[src/rtl/dump_pkg.sv]
// ============================================================================
// Module  : dump_pkg
// Brief   : Shared FSM encoding and sizing helpers for the register dumper.
// Revision: 1.0
// ============================================================================
`default_nettype none

package dump_pkg;

  localparam logic [1:0] ST_IDLE   = 2'd0;
  localparam logic [1:0] ST_SELECT = 2'd1;
  localparam logic [1:0] ST_SEND   = 2'd2;
  localparam logic [1:0] ST_DONE   = 2'd3;

  typedef enum logic [1:0] {
    S_IDLE   = ST_IDLE,
    S_SELECT = ST_SELECT,
    S_SEND   = ST_SEND,
    S_DONE   = ST_DONE
  } state_t;

  localparam logic [2:0] HDR_PAD = 3'b000;

  function automatic int bytes_per_reg(input int data_w, input int header_en);
    return data_w / 8 + header_en;
  endfunction

endpackage

`default_nettype wire

[src/rtl/byte_serializer.sv]
// ============================================================================
// Module  : byte_serializer
// Brief   : Loads an optional header plus a word, emits bytes MSB first.
// Revision: 1.0
// ============================================================================
`default_nettype none

module byte_serializer
  import dump_pkg::*;
#(
  parameter int DATA_W    = 32,
  parameter bit HEADER_EN = 1'b1
) (
  input  logic              clk,
  input  logic              rst_n,
  input  logic              load,
  input  logic [7:0]        hdr,
  input  logic [DATA_W-1:0] word,
  input  logic              tx_ready,
  output logic [7:0]        tx_data,
  output logic              tx_valid,
  output logic              last_byte
);

  localparam int NB    = bytes_per_reg(DATA_W, int'(HEADER_EN));
  localparam int CNT_W = $clog2(NB + 1);

  logic [CNT_W-1:0]  r_cnt;
  logic [DATA_W-1:0] r_shift;
  logic              w_xfer;

  assign w_xfer    = tx_valid && tx_ready;
  assign last_byte = w_xfer && (r_cnt == CNT_W'(NB - 1));

  // r_shift holds the data bytes not yet presented, top byte next.
  always_ff @(posedge clk or negedge rst_n) begin
    if (!rst_n) begin
      r_cnt    <= '0;
      r_shift  <= '0;
      tx_data  <= 8'h00;
      tx_valid <= 1'b0;
    end else if (load) begin
      r_cnt    <= '0;
      tx_valid <= 1'b1;
      if (HEADER_EN) begin
        tx_data <= hdr;
        r_shift <= word;
      end else begin
        tx_data <= word[DATA_W-1 -: 8];
        r_shift <= word << 8;
      end
    end else if (w_xfer) begin
      if (last_byte) begin
        tx_valid <= 1'b0;
      end else begin
        r_cnt   <= r_cnt + CNT_W'(1);
        tx_data <= r_shift[DATA_W-1 -: 8];
        r_shift <= r_shift << 8;
      end
    end
  end

endmodule

`default_nettype wire

[src/rtl/reg_dump_ctrl.sv]
// ============================================================================
// Module  : reg_dump_ctrl
// Brief   : Walks a register index range and streams each value as bytes.
// Revision: 1.0
// ============================================================================
`default_nettype none

module reg_dump_ctrl
  import dump_pkg::*;
#(
  parameter bit HEADER_EN = 1'b1,
  parameter int DATA_W    = 32
) (
  input  logic              CLK,
  input  logic              reset,
  input  logic              start,
  input  logic [4:0]        first_reg,
  input  logic [4:0]        last_reg,
  output logic [4:0]        observe,
  input  logic [DATA_W-1:0] data_ob,
  output logic [7:0]        tx_data,
  output logic              tx_valid,
  input  logic              tx_ready,
  output logic              busy,
  output logic              done
);

  state_t     r_state;
  logic [4:0] r_last;
  logic       w_load;
  logic       w_last_byte;
  logic [7:0] w_hdr;

  assign w_load = (r_state == S_SELECT);
  assign w_hdr  = {HDR_PAD, observe};

  byte_serializer #(
    .DATA_W    (DATA_W),
    .HEADER_EN (HEADER_EN)
  ) u_ser (
    .clk       (CLK),
    .rst_n     (reset),
    .load      (w_load),
    .hdr       (w_hdr),
    .word      (data_ob),
    .tx_ready  (tx_ready),
    .tx_data   (tx_data),
    .tx_valid  (tx_valid),
    .last_byte (w_last_byte)
  );

  always_ff @(posedge CLK or negedge reset) begin
    if (!reset) begin
      r_state <= S_IDLE;
      r_last  <= 5'd0;
      observe <= 5'd0;
      busy    <= 1'b0;
      done    <= 1'b0;
    end else begin
      case (r_state)
        S_IDLE: begin
          if (start) begin
            r_last  <= last_reg;
            observe <= first_reg;
            busy    <= 1'b1;
            r_state <= S_SELECT;
          end
        end
        S_SELECT: begin
          r_state <= S_SEND;
        end
        S_SEND: begin
          if (w_last_byte) begin
            if (observe == r_last) begin
              done    <= 1'b1;
              r_state <= S_DONE;
            end else begin
              // 5-bit add wraps 31 -> 0 so descending ranges pass through zero.
              observe <= observe + 5'd1;
              r_state <= S_SELECT;
            end
          end
        end
        S_DONE: begin
          done    <= 1'b0;
          busy    <= 1'b0;
          r_state <= S_IDLE;
        end
        default: r_state <= S_IDLE;
      endcase
    end
  end

endmodule

`default_nettype wire

[config.mk]
export PLATFORM = sky130hd
export DESIGN_NAME = reg_dump_ctrl
export DESIGN_NICKNAME = d
export VERILOG_FILES = /design/src/rtl/dump_pkg.sv /design/src/rtl/byte_serializer.sv /design/src/rtl/reg_dump_ctrl.sv
export SDC_FILE = /design/constraint.sdc
export NUM_CORES = 1
export LEC_CHECK = 0
export ABC_AREA = 1
export CAP_MARGIN = 20
export CORE_MARGIN = 4
export CORE_UTILIZATION = 51
export CTS_BUF_LIST = sky130_fd_sc_hd__clkbuf_16
export CTS_CLUSTER_DIAMETER = 100
export DETAILED_ROUTE_END_ITERATION = 7
export GPL_ROUTABILITY_DRIVEN = 1
export PLACE_DENSITY = 0.8
export SYNTH_ARGS = -nofsm -noshare
export SYNTH_HDL_FRONTEND = slang
export SYNTH_SLANG_ARGS = --single-unit
[constraint.sdc]
create_clock -name CLK -period 1.8 [get_ports CLK]
set_input_delay 0.54 -clock CLK [delete_from_list [all_inputs] [get_ports CLK]]
set_output_delay 0.54 -clock CLK [all_outputs]
set_load 0.005 [all_outputs]
# Word level (Yosys, flattened, before mapping)
# Index checks and enable logic that the tools add are counted.
[op_classes]
n_addsub = 2
n_eq_ne = 10
mux = 25
n_reduce_logical = 15
[ops]
columns = ["operator", "n"]
rows = [
  ["$mux W32", 3],
  ["$mux W8", 3],
  ["$mux W5", 3],
  ["$pmux W5 S2", 1],
  ["$reduce_and A2 Y1", 5],
  ["$reduce_bool A2 Y1", 5],
  ["$mux W3", 3],
  ["$pmux W2 S4", 1],
  ["$mux W1", 6],
  ["$mux W2", 3],
  ["$ne A2 B2 Y1 const B", 3],
  ["$add A5 B1 Y5 const B", 1],
  ["$eq A5 B5 Y1", 1],
  ["$eq A2 B2 Y1 const B", 2],
  ["$ne A2 B1 Y1 const B", 2],
  ["$pmux W1 S2", 2],
  ["$reduce_and A4 Y1", 1],
  ["$add A3 B1 Y3 const B", 1],
  ["$eq A3 B3 Y1 const B", 1],
  ["$reduce_and A3 Y1", 1],
  ["$eq A2 B1 Y1 const B", 1],
  ["$logic_and A1 B1 Y1", 2],
  ["$logic_not A2 Y1", 1],
]
[totals]
ff_bits = 58
in_bits = 46
output_inout_bits = 16
word_cells = 61

# Depth between registers and ports, before layout
[depth]
ltp_word = 5
ltp_mapped = 10
ltp_nobuf = 9

# Hierarchy
# Synthesis repeated with hierarchy kept, for this count alone.
[unflattened]
hier_cells = 392
area_unflattened_um2 = 3006.6
[modules_own_cells]
columns = ["module", "n_inst", "cells_per_inst", "area_per_inst_um2", "seq_area_each_um2"]
rows = [
  ["byte_serializer", 1, 298, 2230.9, 1101.1],
  ["reg_dump_ctrl", 1, 94, 775.7, 350.3],
]

# Worst setup path after synthesis
# Ideal clock, no wire load.
[synth_path]
kind = "flip-flop to flip-flop"
startpoint = "register u_ser.r_cnt[0]"
endpoint = "register u_ser.tx_data[0]"
setup_time_ps = 128
arrival_time_ps = 1271
required_ps = 1672
setup_slack_ps = 401
path_stages_with_launch = 11
n_path_buf = 2
period_less_slack_ps = 1399
path_cell_list = "dfrtp_1 -> inv_1 -> ha_1 -> nand2_1 -> nand3_2 -> inv_2 -> nor2_8 -> inv_2 -> buf_6 -> buf_6 -> a31oi_2"
[synth_between]
elab_chain_len = 4
[synth_rtl]
columns = ["item", "line", "source"]
rows = [
  ["start, declared", "byte_serializer.sv:28", "logic [CNT_W-1:0] r_cnt;"],
  ["start signal, assigned", "byte_serializer.sv:56", "r_cnt <= r_cnt + CNT_W'(1);"],
  ["$eq A3 B3 Y1", "byte_serializer.sv:33", "assign last_byte = w_xfer && (r_cnt == CNT_W'(NB - 1));"],
  ["$logic_and A1 B1 Y1", "byte_serializer.sv:33", ""],
  ["$ne A2 B1 Y1 (no source line)", "n/a", ""],
  ["$reduce_and A2 Y1 (no source line)", "n/a", ""],
  ["end signal, assigned", "byte_serializer.sv:46", "tx_data <= hdr;"],
  ["end signal, assigned", "byte_serializer.sv:49", "tx_data <= word[DATA_W-1 -: 8];"],
  ["end signal, assigned", "byte_serializer.sv:57", "tx_data <= r_shift[DATA_W-1 -: 8];"],
  ["end, declared", "byte_serializer.sv:20", "output logic [7:0] tx_data,"],
]
# No other way between the ends.
# A chain may end at the register's enable or synchronous reset.

# Final worst setup path
[layout_path]
startpoint = "register u_ser.tx_data[0]"
endpoint = "output tx_data[0]"
[layout_lines]
columns = ["item", "line", "source"]
rows = [
  ["end, declared", "reg_dump_ctrl.sv:21", "output logic [7:0] tx_data,"],
]
# No word-level cell between the ends.

==> flow_metrics.tcl <==
set metrics [dict create \
    hold-worst-slack_ns 0.217 \
    post-route-period-util 0.983 \
    ctsHoldBuffers 0 \
    post_detailed_route_count_of_antenna_violating_nets 0 \
    std_cell_rows 27 \
    syn-cell-area_um2 2870 \
    synth_top_flop_cell "dfrtp_1" \
    portion_of_synthesized_cell_area_occupied_by_the_leading_cell_type 0.506 \
    pre_cts_ws_ns -0.144 \
    rsz0062_at_grt "no" \
    die_h_um 83.0 \
    critPathTopFamily "buffers and inverters" \
    fin_area_um2 3910 \
    cts_inserted_buffers 9 \
    timing.hold.worst.class "in -> async" \
    ioPinCount 62 \
    crit_fanout 2 \
    setup.worst_path.end_class "output pin" \
    timing.max_slew.rel_slack 0.780 \
    p_int_mw 4.17 \
    power.share.switching 0.360 \
    power.share.sequential 0.332 \
    asyncSetResetFlopFracSynth 1.00 \
    wire_length_of_the_first_global_routing_pass_um 11400 \
    post_route_cells_drive_above_1_share 0.149 \
    wp_buf_inv 1 \
    setup_viol 0 \
    postSynthNetCount 367 \
    die_w_um 83.0 \
    hold_viol_final 0 \
    cts_root_buffer "clkbuf_16" \
    std_cell_core_area_um2 5470 \
    worstSetupStartpointType "flop" \
    final_nets 441 \
    dp_cells 451 \
    pwr-share-comb 0.424 \
    finalSetupTns_ns 0 \
    timing.critical_path.required_ns 1.26 \
    maximum_number_of_pins_on_one_net_before_global_route_repair 59 \
    sequential_cell_area_um2 1450 \
    yosysUniqueCellTypes 39 \
    postLayoutSetupSlackWorst_ns 0.0300 \
    vias_in_the_first_global_route 2509 \
    worstPathCellList "clkdlybuf4s50_1" \
    ctsLongestPathBuffers 2 \
    grt_antenna_before_repair 0 \
    layout_area_overhead_pct 36.2 \
    finalWeightedCongestion 0.810 \
    power.share.clock 0.244 \
    worst_slew_pin_slew_ns 0.325 \
    layout.core_utilization 0.714 \
    postSynthCellCount 318 \
    final_max_slew_viol_count 0 \
    start_util 0.524 \
    worstSetupPathType "reg -> out" \
    via_per_inst 5.15 \
    port_buffers 61 \
    cts_tree "done" \
    worst_setup_hold_path_clk_slew_ns 0.05 \
    final_cell_count_no_fill 468 \
    ys_top_cells_by_count "nand2_1 (83), dfrtp_1 (58), inv_1 (31)" \
    routed_wire_length_um 6650 \
    clock_latency_ns 0.32 \
    cp_slowest_cell "clkdlybuf4s50_1" \
    synth.ff_latch_count 58 \
    avgSynthCellArea_um2 9.02 \
    ys_top_cells_by_area "dfrtp_1 (51%), nand2_1 (11%), inv_1 (4.1%), a21oi_1 (3.7%), nor2_1 (2.7%)" \
    synth_enable_flop_cells 0 \
    detail_route.drc_violations 0 \
    clock-sinks 58 \
    period_needed_ns 1.77 \
    cts_max_level 3 \
    worstPathArrival_ns 1.23 \
    final.fill_count 423 \
    yosysMostFrequentCell "nand2_1" \
    power.density_nw_per_um2 1670 \
    multiInputGateArea_um2 1140 \
    max_cap_viol_count 0 \
    p_leak_nw 1.77 \
    ys.warnings.count 0 \
    sequential_to_total_area_share_from_yosys_stat 0.506 \
    standard_cell_area_after_detailed_placement_um2 3610 \
    dr.pass1.iters 4 \
    globalRouteTotalUtil 0.207 \
    status "completed" \
    clock.fmax_mhz 565 \
    insertedDiodeCount 0 \
    avgRoutedWirePerCell_um 14.2 \
    p_sw_mw 2.35 \
    globalRoute.totalOverflow 0 \
    finClkSkew_ns 0.00399 \
    drt-initial-drc-count 147 \
    irDropWorstVdd_v 0.000909 \
    power.total_mw 6.52 \
    crit_path_max_incr_delay_ns 0.52 \
    detailedPlacementHpwl_um 4470 \
    synth_top_cell_by_area "dfrtp_1" \
    die_area_um2 6890 \
    num_vias 2410 \
]
==> cells in the final DEF, fill, tap and decap left out, types with 10 or more instances in the layout <==
cell,instances
inv_1,32
nand2_1,83
clkdlybuf4s50_1,60
buf_4,11
nand3_1,14
o21ai_1,10
dfrtp_1,57
a21oi_1,21
nor2_1,21
o21ai_0,14
==> layer usage <==
metal	track usage	vias up	routed length (µm)
met2	0.350	64	3470
li1	-	1187	-
met1	0.252	1146	2770
met4	0.0877	0	112
met3	0.0496	13	295
met5	0	-	0
==> cells by family (layout without fill, tap and decap cells) <==
group                      after synthesis  count (layout)  synth area share
AOI/OAI and AO/OA                       63              63             0.148
xor gates and xnor gates                 2               2           0.00611
adders and majority gates                3               3            0.0131
buffers and inverters                   51             129            0.0968
DFF                                     58              58             0.506
muxes                                    2               2           0.00785
and+or+nand+nor                        139             139             0.222
==> path summary, 6_finish.rpt <==
kind / from / endpoint / slack (ns) / cells past startpoint
setup / recovery: u_ser.tx_data[0] / tx_data[0] / 0.03 / 1
hold / removal: reset / done / 0.22 / 2
setup reg to reg: u_ser.r_cnt[0] / observe[3] / 0.18 / 9
hold reg to reg: u_ser.tx_data[7] / u_ser.tx_data[7] / 0.47 / 2
max in group asynchronous: reset / observe[3] / 1.32 / 2
min in group CLK: u_ser.tx_data[7] / u_ser.tx_data[7] / 0.47 / 2
==> cell type report <==
| cell class | instances | area share |
|---|---|---|
| well taps | 72 | 0.0231 |
| clock inverters | 6 | 0.0128 |
| clock buffers | 9 | 0.0577 |
| repair buffers | 78 | 0.207 |
| flip-flops and latches | 58 | 0.372 |
| inverters | 36 | 0.0359 |
| multi-input cells | 209 | 0.292 |
==> repair_timing <==
| action | CTS | global route |
|---|---|---|
| buffers inserted | 1 | 1 |
| resized for setup | 1 | 0 |
| endpoints found under the setup margin | 1 | 1 |
==> power groups by stage <==
stage / Clock, mW / Sequential [mW] / Combinational [mW]
final: 1.59 / 2.16 / 2.76
after global routing: 1.67 / 2.22 / 3.09
after CTS: 1.59 / 2.16 / 2.77
after detailed placement: 0 / 2.18 / 2.70
after global placement: 0 / 2.17 / 2.60
after floorplan: 0 / 2.15 / 1.77
==> registers in the layout, indices dropped and copies added (netlist names) <==
name	count
busy	1
done	1
observe	5
r_state	2
u_ser.tx_valid	1
u_ser.tx_data	8
r_last	5
u_ser.r_shift	32
u_ser.r_cnt	3
No activity file was read; power rests on OpenSTA's default activity.
